[src/rtl/bus_arbiter_if.sv]
// Bus arbiter handshake bundle: request/data/lock from the sources and the
// registered bus result back to them.
interface bus_arbiter_if #(
    parameter int unsigned WIDTH   = 32,
    parameter int unsigned SOURCES = 24
);
    localparam int unsigned SEL_W = $clog2(SOURCES);

    logic [SOURCES-1:0]       req;
    logic [SOURCES*WIDTH-1:0] data_in;
    logic                     lock;
    logic [WIDTH-1:0]         bus_out;
    logic [SOURCES-1:0]       grant;
    logic [SEL_W-1:0]         sel;
    logic                     valid;
    logic                     collision;

    modport master (
        output req, data_in, lock,
        input  bus_out, grant, sel, valid, collision
    );

    modport slave (
        input  req, data_in, lock,
        output bus_out, grant, sel, valid, collision
    );
endinterface

[src/rtl/bus_arbiter.sv]
// Registered bus arbiter: fixed-priority or round-robin choice among SOURCES
// requesters, with lock-based ownership hold and collision flag.
module bus_arbiter #(
    parameter int unsigned WIDTH   = 32,
    parameter int unsigned SOURCES = 24,
    parameter int unsigned MODE    = 0
) (
    input  logic           clk,
    input  logic           clr,
    bus_arbiter_if.slave   bus
);
    localparam int unsigned SEL_W = $clog2(SOURCES);
    localparam logic [SEL_W-1:0] LAST_IDX = SEL_W'(SOURCES - 1);

    logic [SOURCES-1:0] grant_q, grant_d;
    logic [SEL_W-1:0]   sel_q, sel_d;
    logic [SEL_W-1:0]   rr_ptr_q, rr_ptr_d;
    logic [WIDTH-1:0]   bus_q, bus_d;
    logic               valid_q, valid_d;
    logic               collision_q, collision_d;

    logic               owner_req;
    logic               hold;
    logic               found_hi, found_lo;
    logic [SEL_W-1:0]   win_hi, win_lo, win, idx;
    logic [WIDTH-1:0]   word;

    // Winner search: win_lo is the lowest set bit, win_hi the lowest set bit above rr_ptr.
    always_comb begin
        owner_req = 1'b0;
        found_hi  = 1'b0;
        found_lo  = 1'b0;
        win_hi    = '0;
        win_lo    = '0;
        for (int i = 0; i < int'(SOURCES); i++) begin
            if (SEL_W'(i) == sel_q) owner_req = bus.req[i];
            if (bus.req[i] && !found_lo) begin
                found_lo = 1'b1;
                win_lo   = SEL_W'(i);
            end
            if (bus.req[i] && !found_hi && (SEL_W'(i) > rr_ptr_q)) begin
                found_hi = 1'b1;
                win_hi   = SEL_W'(i);
            end
        end
        hold = valid_q && bus.lock && owner_req;
        win  = (MODE == 1 && found_hi) ? win_hi : win_lo;
        idx  = hold ? sel_q : win;
    end

    // Word mux by index compare, so no out-of-range index can be formed.
    always_comb begin
        word = '0;
        for (int i = 0; i < int'(SOURCES); i++) begin
            if (SEL_W'(i) == idx) word = bus.data_in[i*WIDTH +: WIDTH];
        end
    end

    // Next-state: hold, idle, or arbitrate.
    always_comb begin
        grant_d     = '0;
        sel_d       = '0;
        bus_d       = '0;
        valid_d     = 1'b0;
        rr_ptr_d    = rr_ptr_q;
        collision_d = |(bus.req & (bus.req - SOURCES'(1)));

        if (hold) begin
            grant_d = grant_q;
            sel_d   = sel_q;
            bus_d   = word;
            valid_d = 1'b1;
        end else if (bus.req != '0) begin
            for (int i = 0; i < int'(SOURCES); i++) begin
                grant_d[i] = (SEL_W'(i) == win);
            end
            sel_d   = win;
            bus_d   = word;
            valid_d = 1'b1;
            if (MODE == 1) rr_ptr_d = win;
        end
    end

    always_ff @(posedge clk or negedge clr) begin
        if (!clr) begin
            grant_q     <= '0;
            sel_q       <= '0;
            bus_q       <= '0;
            valid_q     <= 1'b0;
            collision_q <= 1'b0;
            rr_ptr_q    <= LAST_IDX;
        end else begin
            grant_q     <= grant_d;
            sel_q       <= sel_d;
            bus_q       <= bus_d;
            valid_q     <= valid_d;
            collision_q <= collision_d;
            rr_ptr_q    <= rr_ptr_d;
        end
    end

    assign bus.bus_out   = bus_q;
    assign bus.grant     = grant_q;
    assign bus.sel       = sel_q;
    assign bus.valid     = valid_q;
    assign bus.collision = collision_q;

endmodule

[src/flat_wrapper.sv]
// flat-port wrapper written by rule: the top's interface ports become plain ports
module bus_arbiter_flat 
#(
    parameter int unsigned WIDTH   = 32,
    parameter int unsigned SOURCES = 24,
    parameter int unsigned MODE    = 0
)
  (clk, clr, bus_req, bus_data_in, bus_lock, bus_bus_out, bus_grant, bus_sel, bus_valid, bus_collision);
  bus_arbiter_if #(.WIDTH(WIDTH), .SOURCES(SOURCES)) bus_i ();
  input  logic clk;
  input  logic clr;
  input wire logic [$bits(bus_i.req)-1:0] bus_req;
  input wire logic [$bits(bus_i.data_in)-1:0] bus_data_in;
  input wire logic [$bits(bus_i.lock)-1:0] bus_lock;
  output wire logic [$bits(bus_i.bus_out)-1:0] bus_bus_out;
  output wire logic [$bits(bus_i.grant)-1:0] bus_grant;
  output wire logic [$bits(bus_i.sel)-1:0] bus_sel;
  output wire logic [$bits(bus_i.valid)-1:0] bus_valid;
  output wire logic [$bits(bus_i.collision)-1:0] bus_collision;
  assign bus_i.req = bus_req;
  assign bus_i.data_in = bus_data_in;
  assign bus_i.lock = bus_lock;
  assign bus_bus_out = bus_i.bus_out;
  assign bus_grant = bus_i.grant;
  assign bus_sel = bus_i.sel;
  assign bus_valid = bus_i.valid;
  assign bus_collision = bus_i.collision;
  bus_arbiter #(.WIDTH(WIDTH), .SOURCES(SOURCES), .MODE(MODE)) u_core (.clk(clk), .clr(clr), .bus(bus_i));
endmodule
[config.mk]
export PLATFORM = sky130hd
export DESIGN_NAME = bus_arbiter_flat
export DESIGN_NICKNAME = d
export VERILOG_FILES = /design/src/rtl/bus_arbiter_if.sv /design/src/rtl/bus_arbiter.sv /design/src/flat_wrapper.sv
export SDC_FILE = /design/constraint.sdc
export NUM_CORES = 1
export LEC_CHECK = 0
export BUFFER_PORTS_ARGS = -buffer_cell sky130_fd_sc_hd__buf_2
export CORE_AREA = 4 4 328 330
export CTS_BUF_LIST = sky130_fd_sc_hd__clkbuf_8
export DETAILED_ROUTE_END_ITERATION = 10
export DIE_AREA = 0 0 332 334
export GPL_ROUTABILITY_DRIVEN = 0
export PLACE_DENSITY = 0.34
export SLEW_MARGIN = 10
export SYNTH_ARGS = -nofsm -noshare
export SYNTH_HDL_FRONTEND = slang
export SYNTH_SLANG_ARGS = --single-unit
[constraint.sdc]
create_clock -name clk -period 6.4 [get_ports clk]
set_input_delay 0.96 -clock clk [delete_from_list [all_inputs] [get_ports clk]]
set_output_delay 0.96 -clock clk [all_outputs]
set_load 0.02 [all_outputs]
Word-level counts from Yosys, hierarchy flattened
Cells that the tools add are included.
W data, S select, Z words.
- input bits: 795
- output and inout bits: 63
- register bits after elaboration: 63
- muxes and demuxes: 101
- reduce and logical (&&, ||, !) cells: 53
- bitwise gates (word level): 1
- $add $sub $neg: 1
- equal/unequal tests: 69
- operator list (kind ; count):
    $mux W32 ; 26
    $eq A4 B5 Y1 const A ; 24
    $eq A5 B5 Y1 const A ; 24
    $eq A3 B5 Y1 const A ; 12
    $mux W1 ; 50
    $mux W5 ; 10
    $mux W4 ; 8
    $eq A2 B5 Y1 const A ; 6
    $logic_and A1 B1 Y1 ; 25
    $and A24 B24 Y24 ; 1
    $mux W24 ; 1
    $reduce_bool A24 Y1 ; 1
    $reduce_or A24 Y1 ; 1
    $sub A24 B1 Y24 const B ; 1
    $logic_not A1 Y1 ; 23
    $eq A1 B5 Y1 const A ; 3
    $logic_not A5 Y1 ; 3
    $mux W3 ; 4
    $mux W2 ; 2

Logic depth before layout (Yosys ltp)
- depth after elaboration: 98
- depth in mapped cells: 17
- mapped depth without buffers: 12

Least setup slack after synthesis
OpenSTA, ideal clock, no wires.
- kind: input to register
- start point: input bus_req[19]
- end point: register u_core.bus_q[18] (netlist: u_core.bus.bus_out[18])
- stages: 14
- setup slack: 2785 ps
- arrival: 3486 ps
- path through: mux2_2 > a221oi_2 > a211oi_1 > a221o_1 > o21a_2 > buf_6 > mux2_4 > buf_6 > a221oi_2 > nand3_1 > a221oi_1 > a31oi_1 > o221ai_1 > a21oi_1
- longest elaborated chain between the ends: 42
- RTL lines (what ; line ; RTL):
    start: declaration ; flat_wrapper.sv:12 ; input wire logic [$bits(bus_i.req)-1:0] bus_req;
    $logic_and A1 B1 Y1 ; bus_arbiter.sv:37 ; if (bus.req[i] && !found_lo) begin
    $mux W1 ; bus_arbiter.sv:37 ;
    $logic_not A1 Y1 ; bus_arbiter.sv:37 ;
    $logic_and A1 B1 Y1 ; bus_arbiter.sv:37 ;
    $mux W1 ; bus_arbiter.sv:37 ;
    $logic_not A1 Y1 ; bus_arbiter.sv:37 ;
    $logic_and A1 B1 Y1 ; bus_arbiter.sv:37 ;
    $mux W1 ; bus_arbiter.sv:37 ;
    [4 not listed] ; -- ;
    $logic_and A1 B1 Y1 ; bus_arbiter.sv:37 ;
    $mux W5 ; bus_arbiter.sv:37 ;
    $mux W5 ; bus_arbiter.sv:48 ; idx = hold ? sel_q : win;
    $logic_not A5 Y1 ; bus_arbiter.sv:55 ; if (SEL_W'(i) == idx) word = bus.data_in[i*WIDTH +: WIDTH];
    $mux W32 (24 in series) ; bus_arbiter.sv:55 ;
    $mux W32 ; bus_arbiter.sv:73 ; end else if (bus.req != '0) begin
    $mux W32 (*) ; bus_arbiter.sv:68 ; if (hold) begin
    net u_core.bus_d[18] ; bus_arbiter.sv:18 ; logic [WIDTH-1:0] bus_q, bus_d;
    end signal: assignment ; bus_arbiter.sv:95 ; bus_q <= bus_d;
    end: declaration ; bus_arbiter.sv:18 ;
The timed path passes the listed nets; every way through them passes the cells marked *.
A chain may end at the register's enable or synchronous reset.

Worst setup path after layout
- start point: register u_core.sel_q[0] (netlist: u_core.bus.sel[0])
- end point: register u_core.bus_q[9] (netlist: u_core.bus.bus_out[9])
- longest elaborated chain between the ends: 54
- RTL lines (what ; line ; RTL):
    start: declaration ; bus_arbiter.sv:16 ; logic [SEL_W-1:0] sel_q, sel_d;
    start signal: assignment ; bus_arbiter.sv:94 ; sel_q <= sel_d;
    $logic_not A5 Y1 ; bus_arbiter.sv:36 ; if (SEL_W'(i) == sel_q) owner_req = bus.req[i];
    $mux W1 (24 in series) ; bus_arbiter.sv:36 ;
    $logic_and A1 B1 Y1 ; bus_arbiter.sv:46 ; hold = valid_q && bus.lock && owner_req;
    $mux W5 ; bus_arbiter.sv:48 ;
    $logic_not A5 Y1 ; bus_arbiter.sv:55 ;
    $mux W32 (24 in series) ; bus_arbiter.sv:55 ;
    $mux W32 ; bus_arbiter.sv:73 ;
    $mux W32 (*) ; bus_arbiter.sv:68 ;
    net u_core.bus_d[9] ; bus_arbiter.sv:18 ;
Marked as above.

==> Implementation_results.wiki <==
{| class="wikitable"
! Metric !! Value
|-
| Number of filler cells placed in the layout || 12,300
|-
| Tightest Pin Transition || 1040 ps
|-
| Sequential group share of total power || 19.1%
|-
| Portion of total power attributed to the clock network || 14.4%
|-
| Vias || 15,800
|-
| Int Power || 1.36 mW
|-
| Met3 track demand over resource in global routing || 8.47%
|-
| Standard-cell row count || 119
|-
| Largest net degree at the start of global routing || 47
|-
| Global-route wire length before repair || 156 mm
|-
| Most frequent cells in the layout || 856 x sky130_fd_sc_hd__buf_2, 126 x sky130_fd_sc_hd__nand2_1, 114 x sky130_fd_sc_hd__a22oi_1
|-
| Required time worst endpoint || 6680 ps
|-
| Final count of pins violating max slew || 0
|-
| Post-CTS sizing || 0
|-
| Cell-by-cell listing of the critical path || and2b_1 > a221oi_2 > a211o_1 > a21oi_2 > o21a_2 > o31ai_4 > buf_4 > buf_4 > a221oi_1 > nand3_1 > o221ai_1 > buf_4 > nand4_1 > a31oi_1 > nor2_1
|-
| Buffers from clock root to sink, at most || 2
|-
| Total power consumption of the routed design || 3.03 mW
|-
| Global-route met2 utilization || 31.2%
|-
| Setup repair after global routing missed its margin || false
|-
| Total area of sequential cells || 1580 um^2
|-
| Crit path max-delay cell type || sky130_fd_sc_hd__dfrtp_1
|-
| Unique cell type count in the Yosys netlist || 84
|-
| Seq/Total Area, Yosys || 18.2%
|-
| Total clock buffers created by CTS || 9
|-
| Remaining routing DRC violations || 0
|-
| Share of async-settable or async-resettable flops after synthesis || 100%
|-
| Vias in the first global route || 15,300
|-
| Combinational power share || 66.5%
|-
| Ranking of synthesized cells by area || sky130_fd_sc_hd__dfrtp_1 18%, sky130_fd_sc_hd__a22oi_1 9.9%, sky130_fd_sc_hd__a222oi_1 6.4%
|-
| Switching power as a share of total power || 55.1%
|-
| Total count of hold-check failures in the final report || 0
|-
| Total Die Area || 111,000 um^2
|-
| Sum of routed wire length over all layers || 124 mm
|-
| Number of primary I/O pins || 858
|-
| Port buffer count || 857
|-
| DR iter-0 viols || 2,171
|-
| Synthesis-to-layout area growth || 78.7%
|-
| Syn Inst Count || 1,185
|-
| Critical path startpoint category || flip-flop
|-
| Maximum fanout encountered on the critical timing path || 25
|-
| Relative slew margins || 30.0%
|-
| Post-DP HPWL || 107 mm
|-
| Proportion of layout cells with a drive suffix above 1 || 49.9%
|-
| Hold Crit Class || primary input to asynchronous set/reset pin
|-
| Number of nets still failing antenna checks after routing || 0
|-
| Maximum clock skew at final layout || 15.7 ps
|-
| Area of the placeable core || 105,000 um^2
|-
| Count of flip-flops with a built-in enable after synthesis || 0
|-
| Maxcap violations || 0
|-
| Yosys top cell by area || sky130_fd_sc_hd__dfrtp_1
|-
| Leakage power total || 7.03 nW
|-
| Clock transition time at the flip-flop clock pins of the worst setup and hold paths || 100 ps
|-
| Final net count || 2,835
|-
| Mapped Area || 8660 um^2
|-
| Maximum achievable frequency || 169 MHz
|-
| Power density cells || 195 nW/um^2
|-
| Crit path top cell by count || sky130_fd_sc_hd__buf_4
|-
| CTS tree || done
|-
| Critical path data arrival time || 6200 ps
|-
| Clock Sinks || 63
|-
| Combined area of the multi-input logic cells || 6760 um^2
|-
| Nets in the synthesized netlist || 1,980
|-
| Worst IR Drop VDD || 88.0 uV
|-
| CTS Hold Bufs || 0
|-
| Overall die width || 332 um
|-
| Buffer cell driving the clock tree root || sky130_fd_sc_hd__clkbuf_8
|-
| Final setup violating endpoints || 0
|-
| Psw || 1.67 mW
|-
| Die height || 334 um
|-
| Global router's overall resource usage || 20.9%
|-
| Number of warnings reported in the yosys synthesis log || 0
|-
| Setup TNS || 0 ps
|-
| Leftover overflow at the end of global routing || 0
|-
| GRT Max-Usage Layer || met2
|-
| Average detailed-routed wire length per instance || 35.6 um
|-
| Initial antenna violation count || 105
|-
| Crit Path Class || flip-flop to flip-flop
|-
| Crit path capture type || flip-flop
|-
| Average size of a mapped cell || 7.31 um^2
|-
| Final clock period utilization by the worst path || 92.5%
|-
| Flip-flop and latch count after synthesis || 63
|-
| First-pass DRT Iterations || 7
|-
| CP top delay family || compound AO/OA/AOI/OAI gates
|-
| Met1 track demand over resource || 28.9%
|-
| Minimum clock period after layout || 5920 ps
|-
| Commonest non-fill, non-tap cell in the layout || sky130_fd_sc_hd__buf_2
|-
| Worst Path Buf+Inv || 3
|-
| Initial Util || 8.26%
|-
| H-tree depth || 3
|-
| Largest incremental delay on the critical path || 910 ps
|-
| Via density per instance || 4.57
|-
| Predominant post-synthesis flop cell || sky130_fd_sc_hd__dfrtp_1
|-
| Result of the run || complete, no violations
|-
| Clock latency on the worst-skew pair || 420 ps
|-
| Share of the synthesized area in the top cell type || 18.2%
|-
| Setup repair bufs after CTS || 0
|}
## synth_stat cells, types with 12 or more instances
| cell type | instances |
|---|---|
| sky130_fd_sc_hd__a31oi_1 | 14 |
| sky130_fd_sc_hd__nand3_1 | 63 |
| sky130_fd_sc_hd__a211oi_1 | 13 |
| sky130_fd_sc_hd__clkbuf_1 | 41 |
| sky130_fd_sc_hd__a22o_1 | 24 |
| sky130_fd_sc_hd__buf_2 | 51 |
| sky130_fd_sc_hd__a222oi_1 | 55 |
| sky130_fd_sc_hd__nand2b_1 | 16 |
| sky130_fd_sc_hd__nor3_1 | 54 |
| sky130_fd_sc_hd__inv_1 | 23 |
| sky130_fd_sc_hd__a21oi_1 | 56 |
| sky130_fd_sc_hd__nor2_1 | 64 |
| sky130_fd_sc_hd__o21ai_0 | 81 |
| sky130_fd_sc_hd__a22oi_1 | 114 |
| sky130_fd_sc_hd__dfrtp_1 | 63 |
| sky130_fd_sc_hd__o211ai_1 | 19 |
| sky130_fd_sc_hd__nand4_1 | 30 |
| sky130_fd_sc_hd__a21o_1 | 12 |
| sky130_fd_sc_hd__o22ai_1 | 25 |
| sky130_fd_sc_hd__a221oi_1 | 60 |
| sky130_fd_sc_hd__nand2_1 | 126 |
| sky130_fd_sc_hd__nor2b_1 | 14 |
## path summary, 6_finish.rpt
| check | slack [ps] | end | depth (start not counted) | from |
|---|---|---|---|---|
| setup / recovery | 480 | u_core.bus.bus_out[9] | 15 | u_core.bus.sel[0] |
| hold / removal | 420 | u_core.bus.collision | 1 | clr |
| setup reg to reg | 480 | u_core.bus.bus_out[9] | 15 | u_core.bus.sel[0] |
| hold reg to reg | 480 | u_core.bus.grant[15] | 1 | u_core.bus.grant[15] |
| max in group asynchronous | 4800 | u_core.bus.bus_out[19] | 2 | clr |
| min in group clk | 480 | u_core.bus.grant[15] | 1 | u_core.bus.grant[15] |
## cell type report
class	count	area share, %
Antenna cell	32	0.517
Tap cell	1391	11.2
Clock buffer	10	0.889
Timing Repair Buffer	947	32.5
Sequential cell	63	10.2
Inverter	24	0.582
Multi-Input combinational cell	995	43.7
Clock inverter	6	0.444
## registers in the layout (all words and copies together), names as in the netlist
name and cells:
u_core.bus.bus_out 32, u_core.bus.collision 1, u_core.bus.grant 24, u_core.bus.sel 5
u_core.bus.valid 1
## worst register-to-register path, stage by stage, from the launching register on
cell                       delay (ps)
sky130_fd_sc_hd__dfrtp_1          910
sky130_fd_sc_hd__and2b_1          440
sky130_fd_sc_hd__a221oi_2         140
sky130_fd_sc_hd__a211o_1          310
sky130_fd_sc_hd__a21oi_2          540
sky130_fd_sc_hd__o21a_2           720
sky130_fd_sc_hd__o31ai_4          320
sky130_fd_sc_hd__buf_4            240
sky130_fd_sc_hd__buf_4            210
sky130_fd_sc_hd__a221oi_1         730
sky130_fd_sc_hd__nand3_1          150
sky130_fd_sc_hd__o221ai_1         280
sky130_fd_sc_hd__buf_4            200
sky130_fd_sc_hd__nand4_1          160
sky130_fd_sc_hd__a31oi_1          360
sky130_fd_sc_hd__nor2_1            70
## kinds of logic (layout without fill, tap and decap cells)
family                     count (synthesis)  count (layout)  synth area share, %
AOI/OAI and AO/OA                        557             557                 48.6
adders and majority gates                  4               4                0.462
DFF                                       63              63                 18.2
other                                      0              32                    0
buffers and inverters                    127             987                 6.54
and+or+nand+nor                          418             418                 24.2
muxes                                     16              16                 1.98
## metal layers
layer / vias up / share of wire, %
met2: 1164 / 42
met5: - / 0.28
met3: 187 / 11
met1: 7801 / 44
met4: 60 / 1.4
li1: 6630 / -
## power by group through the flow
| stage | combinational, mW | sequential [mW] | clock, mW |
|---|---|---|---|
| 2_1_floorplan | 0.684 | 0.694 | 0 |
| 3_3_place_gp | 1.99 | 0.584 | 0 |
| 3_5_place_dp | 1.99 | 0.584 | 0 |
| 4_1_cts | 2.00 | 0.575 | 0.466 |
| 5_1_grt | 2.12 | 0.589 | 0.466 |
| 6_report | 2.01 | 0.577 | 0.437 |
## metrics by stage
stage / instances / hold slack [ps] / setup slack [ps] / util (%) / area [um^2]
finish: 3468 / 420 / 479 / 14.8 / 15500
global route: 3441 / 405 / 125 / 14.7 / 15400
CTS: 3436 / 374 / 496 / 14.7 / 15400
detailed placement: 3420 / 462 / 462 / 14.5 / 15200
global placement: 3420 / 462 / 600 / 14.5 / 15200
floorplan: 1185 / 583 / 2790 / - / 8660
Note: power is estimated with default switching activity, not from simulation.
